`config.mk`:
```
export PLATFORM = sky130hd
export DESIGN_NAME = apb_req_arbiter
export DESIGN_NICKNAME = d
export VERILOG_FILES = /design/src/rtl/apb_req_arbiter.sv
export SDC_FILE = /design/constraint.sdc
export NUM_CORES = 1
export LEC_CHECK = 0
export CAP_MARGIN = 20
export CORE_UTILIZATION = 33
export CTS_CLUSTER_DIAMETER = 150
export DETAILED_ROUTE_END_ITERATION = 8
export GPL_TIMING_DRIVEN = 0
export PLACE_DENSITY_LB_ADDON = 0.12
export REMOVE_ABC_BUFFERS = 1
export SETUP_SLACK_MARGIN = 0.15
export SLEW_MARGIN = 10
export SYNTH_ARGS = -nofsm -noshare
export SYNTH_HDL_FRONTEND = slang
export SYNTH_SLANG_ARGS = --single-unit
```
`constraint.sdc`:
```
create_clock -name clk -period 1.81 [get_ports clk]
set_clock_uncertainty 0.1 [all_clocks]
set_input_delay 0.2715 -clock clk [delete_from_list [all_inputs] [get_ports clk]]
set_output_delay 0.2715 -clock clk [all_outputs]
set_load 0.02 [all_outputs]
```
`src/rtl/apb_req_arbiter.sv`:
```
`default_nettype none
// ============================================================================
// Module   : apb_req_arbiter
// Brief    : Round-robin arbiter sharing one APB master transfer port between
//            NUM_REQ bus requesters; one transaction in flight at a time.
// Revision : 1.0 - initial release
// ============================================================================
module apb_req_arbiter #(
    parameter int NUM_REQ = 2,
    parameter int ADDR_W  = 32,
    parameter int DATA_W  = 32
) (
    input  logic                       clk,
    input  logic                       reset,
    input  logic [NUM_REQ-1:0]         req_transfer,
    input  logic [NUM_REQ-1:0]         req_write,
    input  logic [NUM_REQ*ADDR_W-1:0]  req_addr,
    input  logic [NUM_REQ*DATA_W-1:0]  req_wdata,
    output logic [NUM_REQ-1:0]         req_ready,
    output logic [DATA_W-1:0]          req_rdata,
    output logic                       m_transfer,
    output logic                       m_write,
    output logic [ADDR_W-1:0]          m_addr,
    output logic [DATA_W-1:0]          m_wdata,
    input  logic                       m_ready,
    input  logic [DATA_W-1:0]          m_rdata,
    output logic [$clog2(NUM_REQ)-1:0] grant_id,
    output logic                       busy
);

    localparam int c_ID_W = $clog2(NUM_REQ);

    typedef enum logic [1:0] {
        S_IDLE  = 2'd0,
        S_ISSUE = 2'd1,
        S_WAIT  = 2'd2
    } state_t;

    state_t              r_state;
    state_t              w_state_next;
    logic [c_ID_W-1:0]   r_rr_ptr;
    logic [c_ID_W-1:0]   r_grant_id;
    logic [ADDR_W-1:0]   r_m_addr;
    logic [DATA_W-1:0]   r_m_wdata;
    logic                r_m_write;

    logic [ADDR_W-1:0]   w_addr  [NUM_REQ];
    logic [DATA_W-1:0]   w_wdata [NUM_REQ];
    logic                w_found;
    logic [c_ID_W-1:0]   w_sel;
    logic [c_ID_W-1:0]   w_cand;
    logic [c_ID_W:0]     w_sum;
    logic                w_complete;
    logic [c_ID_W-1:0]   w_ptr_next;

    generate
        for (genvar gi = 0; gi < NUM_REQ; gi++) begin : g_unpack
            assign w_addr[gi]  = req_addr[gi*ADDR_W +: ADDR_W];
            assign w_wdata[gi] = req_wdata[gi*DATA_W +: DATA_W];
        end
    endgenerate

    // First pending requester at or after r_rr_ptr, wrapping modulo NUM_REQ.
    always_comb begin
        w_found = 1'b0;
        w_sel   = '0;
        w_cand  = '0;
        w_sum   = '0;
        for (int i = 0; i < NUM_REQ; i++) begin
            w_sum = {1'b0, r_rr_ptr} + (c_ID_W+1)'(i);
            if (w_sum >= (c_ID_W+1)'(NUM_REQ)) begin
                w_sum = w_sum - (c_ID_W+1)'(NUM_REQ);
            end
            w_cand = w_sum[c_ID_W-1:0];
            if (!w_found && req_transfer[w_cand]) begin
                w_found = 1'b1;
                w_sel   = w_cand;
            end
        end
    end

    assign w_ptr_next = (r_grant_id == c_ID_W'(NUM_REQ-1)) ? '0
                                                           : r_grant_id + c_ID_W'(1);

    always_ff @(posedge clk) begin
        if (reset) begin
            r_state <= S_IDLE;
        end else begin
            r_state <= w_state_next;
        end
    end

    // A ready coinciding with reset belongs to an abandoned transfer and is dropped.
    always_comb begin
        w_state_next = r_state;
        w_complete   = 1'b0;
        m_transfer   = 1'b0;
        busy         = 1'b0;
        req_ready    = '0;
        req_rdata    = '0;
        case (r_state)
            S_IDLE: begin
                if (w_found) begin
                    w_state_next = S_ISSUE;
                end
            end
            S_ISSUE: begin
                m_transfer   = 1'b1;
                busy         = 1'b1;
                w_state_next = S_WAIT;
            end
            S_WAIT: begin
                busy = 1'b1;
                if (m_ready && !reset) begin
                    w_complete            = 1'b1;
                    req_ready[r_grant_id] = 1'b1;
                    req_rdata             = m_rdata;
                    w_state_next          = S_IDLE;
                end
            end
            default: begin
                w_state_next = S_IDLE;
            end
        endcase
    end

    // Transfer attributes are captured at grant and cleared on completion.
    always_ff @(posedge clk) begin
        if (reset) begin
            r_rr_ptr   <= '0;
            r_grant_id <= '0;
            r_m_addr   <= '0;
            r_m_wdata  <= '0;
            r_m_write  <= 1'b0;
        end else begin
            if (r_state == S_IDLE && w_found) begin
                r_grant_id <= w_sel;
                r_m_addr   <= w_addr[w_sel];
                r_m_wdata  <= w_wdata[w_sel];
                r_m_write  <= req_write[w_sel];
            end
            if (w_complete) begin
                r_rr_ptr  <= w_ptr_next;
                r_m_addr  <= '0;
                r_m_wdata <= '0;
                r_m_write <= 1'b0;
            end
        end
    end

    assign m_addr   = r_m_addr;
    assign m_wdata  = r_m_wdata;
    assign m_write  = r_m_write;
    assign grant_id = r_grant_id;

endmodule
`default_nettype wire

```
==> results of run 1 <==
[tightest hold or removal path: cells and delay by family]
kind / cells / cell delay [ps]
AO/OA/AOI/OAI: 2 / 130
buffers and inverters: 1 / 390
[power by group]
group          leakage [nW]  switching, mW  internal (mW)
sequential            0.573          0.123           1.76
combinational          2.23           1.15           1.01
clock                 0.104          0.624          0.783
[per-stage QoR]
step                utilization  std cells  cell area (µm²)  setup WS, ps
detailed placement        0.626        796             6180         -1010
CTS                       0.672        826             6630          -197
global placement          0.607        788             5990         -3880
global route              0.685        832             6760          -250
floorplan                     -        387             3140          -343
finish                    0.685        832             6760          -200
[cell type report]
cell class              count  area, µm²  share of cell area
repair buffers            293       3070               0.454
multi-input cells         318       1910               0.283
flip-flops and latches     69       1380               0.205
well taps                 133        166              0.0246
clock buffers              11        131              0.0194
clock inverters             5       85.1              0.0126
inverters                   3       13.8             0.00204
[registers in the layout, summed over array words and instances (netlist names)]
name	count
grant_id	1
m_write	1
r_rr_ptr	1
m_addr	32
m_wdata	32
r_state	2
[routing by layer]
metal | wire length (µm) | up-vias | GRT usage
li1 | - | 2128 | -
met2 | 7960 | 196 | 0.475
met5 | 0 | - | 0
met4 | 422 | 0 | 0.115
met3 | 1230 | 29 | 0.0724
met1 | 6780 | 2203 | 0.355
[worst paths after layout]
path / from / to / cells past startpoint
setup / recovery: m_ready / req_rdata[27] / 7
hold / removal: req_wdata[18] / m_wdata[18] / 3
setup reg to reg: r_state[1] / m_wdata[1] / 7
hold reg to reg: m_addr[9] / m_addr[9] / 2
[cells by family (layout without fill, tap and decap cells)]
logic type | Yosys count | count (layout) | share of synthesized area
AOI/OAI and AO/OA | 267 | 268 | 0.422
buffers and inverters | 56 | 312 | 0.0805
DFF | 69 | 69 | 0.406
adders and majority gates | 3 | 3 | 0.0110
and+or+nand+nor | 44 | 46 | 0.0779
muxes | 1 | 1 | 0.00294
[cell usage in the layout (no fill, tap or decap), types with 2 or more instances in the layout]
cell type and n:
clkdlybuf4s50_1 163, o21ai_0 73, dfxtp_1 67, a21oi_1 66, a31oi_1 65, dlygate4sd2_1 58
o21ai_1 56, buf_6 40, and2_4 23, and2_1 10, clkbuf_8 9, dlymetal6s2s_1 9
buf_12 7, buf_4 7, nand2b_4 2, nor2_1 2, nand2b_1 2, ha_1 2
clkbuf_1 2, clkinv_4 2, bufinv_16 2, buf_16 2, clkbuf_16 2, buf_2 2
dfxtp_2 2
[what timing repair did]
action	in CTS	in global routing
setup endpoints to repair	160	111
buffers inserted	9	4
hold buffers	0	0
cloned	5	2
pin swaps	6	4
resized for setup	304	29
==> impl_table.tex, run 1 <==
\begin{tabular}{lr}
\hline
Metric & Value \\
\hline
\multicolumn{2}{l}{\textbf{Placed design}} \\
\quad Number of buffers added on ports & 268 \\
\quad Final Wtd Congestion & 0.873 \\
\quad Half-perimeter wire length after placement & 9.92 mm \\
\multicolumn{2}{l}{\textbf{Yosys}} \\
\quad Most used flip-flop cell after synthesis & dfxtp\_1 \\
\quad Most common cell in the netlist & o21ai\_0 \\
\quad Count of flip-flops with a built-in enable after synthesis & 0 \\
\quad Yosys warnings & 0 \\
\quad Post-synthesis cell count & 440 \\
\quad Library cell occupying the most area in the post-synthesis netlist & dfxtp\_1 \\
\quad Total of flip-flops plus latches after synthesis & 69 \\
\quad Leading post-synthesis cells by instance count & o21ai\_0, dfxtp\_1, a21oi\_1 \\
\quad Sequential area share after synthesis & 0.406 \\
\quad Unique masters post-synth & 26 \\
\quad Most area-consuming cells after synthesis & dfxtp\_1, a31oi\_1, o21ai\_0 \\
\quad Post-Syn Area per Cell & 7.74 µm² \\
\quad Post-synth top area share & 0.406 \\
\quad Synth Cell Area & 3400 µm² \\
\quad Fraction of synthesis flops using an asynchronous set or reset pin & 0 \\
\multicolumn{2}{l}{\textbf{Setup path}} \\
\quad Combined buffer and inverter count along the critical path & 4 \\
\quad Type of the worst setup path & input pin to output pin \\
\quad Slack of the worst reg-to-reg path & 20 ps \\
\quad Kind of end point of the critical path & output pin \\
\quad Master of the slowest instance on the critical path & clkdlybuf4s50\_1 \\
\quad Critical Path RT & 1440 ps \\
\quad Cell family with most CP delay & buffers and inverters \\
\quad Worst-path maximum fanout & 11 \\
\quad Crit path DAT & 1640 ps \\
\quad Type of element launching the critical path & input pin \\
\quad Stage delay of the slowest cell on the critical path & 600 ps \\
\quad Cell-by-cell listing of the critical path & clkdlybuf4s50\_1 > nand2\_4 > nor2\_4 > buf\_12 > buf\_16 > and2\_4 > buf\_6 \\
\multicolumn{2}{l}{\textbf{STA}} \\
\quad Fin worst setup slack & -200 ps \\
\quad Post-route clock period utilization & 1.11 \\
\quad Setup Total Neg Slack & -4660 ps \\
\quad Number of hold-slack violations in the final timing report & 0 \\
\quad Least-Margin Pin Slew & 701 ps \\
\quad WHS & 382 ps \\
\quad Final setup fails & 34 \\
\quad Maximum clock frequency & 0.497 GHz \\
\quad Final min period & 2010 ps \\
\quad Unrepaired setup endpoints after global routing & true \\
\quad Tightest slew margin relative to the limit & 0.533 \\
\quad Fin. max-slew vios & 0 \\
\multicolumn{2}{l}{\textbf{Clocking}} \\
\quad Clock H-tree levels & 3 \\
\quad Clock Tree Root & clkbuf\_8 \\
\quad Clock transition at the registers of the reported paths & 90 ps \\
\quad TritonCTS clock tree & done \\
\quad Number of clock buffers inserted by TritonCTS & 9 \\
\quad CTS Buffer Depth & 2 \\
\quad Clock network latency to the later pin of the worst-skew pair & 330 ps \\
\quad Number of clock sinks seen by CTS & 69 \\
\multicolumn{2}{l}{\textbf{Run status}} \\
\quad Result of the run & finished with violations \\
\quad Violations in the final reports & setup timing \\
\multicolumn{2}{l}{\textbf{Route}} \\
\quad Overall routed net length & 16.4 mm \\
\quad Routed wire length per instance & 19.7 µm \\
\quad Number of DRC markers after the initial detailed-route iteration & 223 \\
\quad Via density & 5.48 \\
\quad Total via count after detailed routing & 4556 \\
\quad Router iterations before antenna repair & 4 \\
\quad ANT nets after route & 0 \\
\quad DRC & 0 \\
\multicolumn{2}{l}{\textbf{Pwr}} \\
\quad Reported leakage power & 2.90 nW \\
\quad Total chip power & 5.45 mW \\
\quad Power density of the placed cells & 806 nW/µm² \\
\quad Highest ir drop seen on vdd & 0.000420 V \\
\multicolumn{2}{l}{\textbf{Global route}} \\
\quad First-pass GRT wire length & 24.6 mm \\
\quad Number of global-route vias before repair & 4486 \\
\quad Pin count of the biggest net entering global routing & 72 \\
\quad Total Routing Usage GR & 0.287 \\
\quad Total overflow reported by the global router & 0 \\
\quad Number of antenna violations at the first check in global routing & 0 \\
\multicolumn{2}{l}{\textbf{Final layout}} \\
\quad Share of post-route cells with drive strength above 1 & 0.165 \\
\quad \# nets final & 864 \\
\quad Count of inserted antenna diode cells & 0 \\
\quad Syn-to-layout area delta & 98.6\% \\
\quad Number of fill cells in the layout & 806 \\
\multicolumn{2}{l}{\textbf{Floorplanning}} \\
\quad Effective utilization at floorplan & 0.345 \\
\quad Placeable core region & 9860 µm² \\
\quad Die Y-Extent & 104 µm \\
\quad Area of the die & 10700 µm² \\
\quad Number of primary I/O pins & 269 \\
\quad Width of the chip & 104 µm \\
\quad Number of core rows & 36 \\
\multicolumn{2}{l}{\textbf{Job}} \\
\quad Maximum capacitance violations & 0 \\
\multicolumn{2}{l}{\textbf{Min path}} \\
\quad Path class of the lowest-slack min-delay path & input pin to flop \\
\hline
\end{tabular}
Note: power is estimated with default switching activity, not from simulation.
==> inputs of run 2 (changes only) <==
Settings changed: CORE_ASPECT_RATIO set to 1.5, CORE_UTILIZATION 33 to 30.
==> run 2 against run 1 <==
The run still ends with setup timing left. Cell area up 11%. Largest power group unchanged. Sequential cell count unchanged. Utilization down 0.43 points. Critical endpoint is now req_rdata[28]. Combinational power up 19%. Clock power up 28%. Hold slack worse by 66 ps. Global-route usage down 0.86 points. Sequential power up 2%. Maximum frequency up 3.5%. Critical path depth down 1.
==> impl_table.tex, run 2 (same netlist as run 1, synthesis figures left out) <==
\begin{tabular}{lr}
\hline
Metric & Value \\
\hline
\multicolumn{2}{l}{\textbf{Pwr}} \\
\quad Internal & 4.09 mW (was 3.55 mW) \\
\quad Switching share of power & 0.351 (was 0.348) \\
\quad Reported leakage power & 3.40 nW (was 2.90 nW) \\
\quad P\_sw & 2.22 mW (was 1.90 mW) \\
\quad Share of power burned in the clock network & 0.285 (was 0.258) \\
\quad Power density of the placed cells & 838 nW/µm² (was 806 nW/µm²) \\
\quad Highest ir drop seen on vdd & 0.000520 V (was 0.000420 V) \\
\quad Combinational Power Share & 0.409 (was 0.396) \\
\quad Sequential group share of total power & 0.307 (was 0.346) \\
\multicolumn{2}{l}{\textbf{STA}} \\
\quad Final setup fails & 86 (was 34) \\
\quad Number of hold-slack violations in the final timing report & 0 (unchanged) \\
\quad Final min period & 1940 ps (was 2010 ps) \\
\quad WHS & 316 ps (was 382 ps) \\
\quad Post-route clock period utilization & 1.07 (was 1.11) \\
\quad Fin. max-slew vios & 0 (unchanged) \\
\quad Least-Margin Pin Slew & 645 ps (was 701 ps) \\
\quad Fin worst setup slack & -132 ps (was -200 ps) \\
\quad Unrepaired setup endpoints after global routing & true (unchanged) \\
\quad Setup Total Neg Slack & -4990 ps (was -4660 ps) \\
\quad Tightest slew margin relative to the limit & 0.570 (was 0.533) \\
\quad Maximum clock frequency & 0.515 GHz (was 0.497 GHz) \\
\multicolumn{2}{l}{\textbf{Clocking}} \\
\quad Clock transition at the registers of the reported paths & 60 ps (was 90 ps) \\
\quad Clock H-tree levels & 3 (unchanged) \\
\quad Number of clock buffers inserted by TritonCTS & 9 (unchanged) \\
\quad Clock Tree Root & clkbuf\_16 (was clkbuf\_8) \\
\quad Number of clock sinks seen by CTS & 69 (unchanged) \\
\quad Hold\_buf cts & 0 (unchanged) \\
\quad CTS Buffer Depth & 2 (unchanged) \\
\quad Clock network latency to the later pin of the worst-skew pair & 330 ps (about the same) \\
\quad TritonCTS clock tree & done (unchanged) \\
\multicolumn{2}{l}{\textbf{Setup path}} \\
\quad Type of element launching the critical path & flop (was input pin) \\
\quad Crit path DAT & 1570 ps (was 1640 ps) \\
\quad Worst-path maximum fanout & 7 (was 11) \\
\quad Type of the worst setup path & flop to output pin (was input pin to output pin) \\
\quad Critical Path RT & 1440 ps (about the same) \\
\quad Kind of end point of the critical path & output pin (unchanged) \\
\multicolumn{2}{l}{\textbf{Route}} \\
\quad Wire length on met2 & 9.51 mm (was 7.96 mm) \\
\quad DRC & 0 (unchanged) \\
\quad Post-route met1 wirelength & 6.71 mm (was 6.78 mm) \\
\quad Via density & 5.61 (was 5.48) \\
\quad Routed wire length per instance & 21.6 µm (was 19.7 µm) \\
\quad Overall routed net length & 18.7 mm (was 16.4 mm) \\
\quad Met3 wirelength from detailed routing & 1.46 mm (was 1.23 mm) \\
\quad ANT nets after route & 0 (unchanged) \\
\quad Router iterations before antenna repair & 5 (was 4) \\
\quad Total via count after detailed routing & 4848 (was 4556) \\
\quad Number of DRC markers after the initial detailed-route iteration & 211 (was 223) \\
\quad Highest Signal Layer & met4 (unchanged) \\
\multicolumn{2}{l}{\textbf{Floorplanning}} \\
\quad Area of the die & 11800 µm² (was 10700 µm²) \\
\quad Placeable core region & 11100 µm² (was 9860 µm²) \\
\quad Die Y-Extent & 132 µm (was 104 µm) \\
\quad Number of core rows & 47 (was 36) \\
\quad Number of primary I/O pins & 269 (unchanged) \\
\quad Effective utilization at floorplan & 0.308 (was 0.345) \\
\quad Width of the chip & 89.0 µm (was 104 µm) \\
\multicolumn{2}{l}{\textbf{Final layout}} \\
\quad \# nets final & 881 (was 864) \\
\quad Final core utilization & 0.681 (was 0.685) \\
\quad Syn-to-layout area delta & 121\% (was 98.6\%) \\
\quad Most frequent standard cell in the layout excluding fill and tap cells & clkdlybuf4s50\_1 (unchanged) \\
\quad Share of post-route cells with drive strength above 1 & 0.286 (was 0.165) \\
\quad Most frequent cells in the layout & clkdlybuf4s50\_1, dfxtp\_1, a31oi\_1 (was clkdlybuf4s50\_1, o21ai\_0, dfxtp\_1) \\
\multicolumn{2}{l}{\textbf{Global route}} \\
\quad Total Routing Usage GR & 0.278 (was 0.287) \\
\quad First-pass GRT wire length & 24.4 mm (was 24.6 mm) \\
\quad Number of global-route vias before repair & 4415 (was 4486) \\
\quad Total overflow reported by the global router & 0 (unchanged) \\
\quad Number of antenna violations at the first check in global routing & 1 (was 0) \\
\quad Pin count of the biggest net entering global routing & 73 (was 72) \\
\multicolumn{2}{l}{\textbf{Job}} \\
\quad Maximum capacitance violations & 0 (unchanged) \\
\multicolumn{2}{l}{\textbf{Min path}} \\
\quad Path class of the lowest-slack min-delay path & input pin to flop (unchanged) \\
\multicolumn{2}{l}{\textbf{Placed design}} \\
\quad Dpl ws & -1130 ps (was -1010 ps) \\
\quad Half-perimeter wire length after placement & 10.8 mm (was 9.92 mm) \\
\quad Number of buffers added on ports & 268 (unchanged) \\
\quad Final Wtd Congestion & 0.786 (was 0.873) \\
\multicolumn{2}{l}{\textbf{Run status}} \\
\quad Violations in the final reports & setup timing (unchanged) \\
\quad Result of the run & finished with violations (unchanged) \\
\hline
\end{tabular}
## run 2: cell types whose count changed in the layout (fill, tap and decap cells not counted), moves of 16 or more
| cell | previous run | this run |
|---|---|---|
| dlygate4sd2_1 | 58 | 29 |
| a21oi_2 | 0 | 17 |
| o21ai_2 | 1 | 46 |
| o21ai_0 | 73 | 24 |
| dlymetal6s2s_1 | 9 | 36 |
| a21oi_1 | 66 | 50 |
## run 2: worst paths after layout
path | from | endpoint | slack, ps | cells after the start
min reg2reg | m_wdata[1] | m_wdata[1] | 410 | 2
max reg2reg | r_state[0] | m_wdata[25] | -90 | 8
max | r_state[1] | req_rdata[28] | -130 | 6
min | reset | grant_id | 320 | 2
## run 2: layout make-up
type / instances / area [µm²]
Fill cell: 893 / 3530
Timing Repair Buffer: 305 / 3360
Multi-Input combinational cell: 323 / 2280
Sequential cell: 69 / 1380
Clock buffer: 10 / 239
Tap cell: 147 / 184
Clock inverter: 6 / 62.6
Inverter: 3 / 16.3
Antenna cell: 1 / 2.50
## run 2: power groups by stage
stage / Combinational, mW / Sequential [mW] / Clock [mW]
finish: 2.58 / 1.93 / 1.80
detailed placement: 2.17 / 1.91 / 0
floorplan: 0.640 / 2.19 / 0
global route: 2.72 / 1.97 / 1.90
global placement: 2.06 / 1.90 / 0
CTS: 2.20 / 1.89 / 1.82
## run 2: what timing repair did
item                                    4_1_cts  5_1_grt
pin swaps                                    13       10
resized for setup                           297      175
buffers inserted                              7       16
cloned                                        6        9
endpoints found under the setup margin      131      139
## run 2: per-stage QoR
stage	total power, mW	instances	instance area [µm²]
2_1_floorplan	2.83	387	3140
3_3_place_gp	3.96	802	6010
3_5_place_dp	4.08	809	6190
4_1_cts	5.92	838	6670
5_1_grt	6.59	864	7530
6_report	6.31	864	7530
## run 2: routing by layer
layer	GRT usage	vias up
met1	0.308	2326
met5	0	-
li1	-	2182
met4	0.163	0
met2	0.477	283
met3	0.0593	57
## run 2: worst max-delay path, cell delays in order (launching register included)
cell	delay, ps
dfxtp_2	380
ha_4	190
nand2_8	80
nor2_4	210
buf_6	130
and2_4	130
buf_6	110
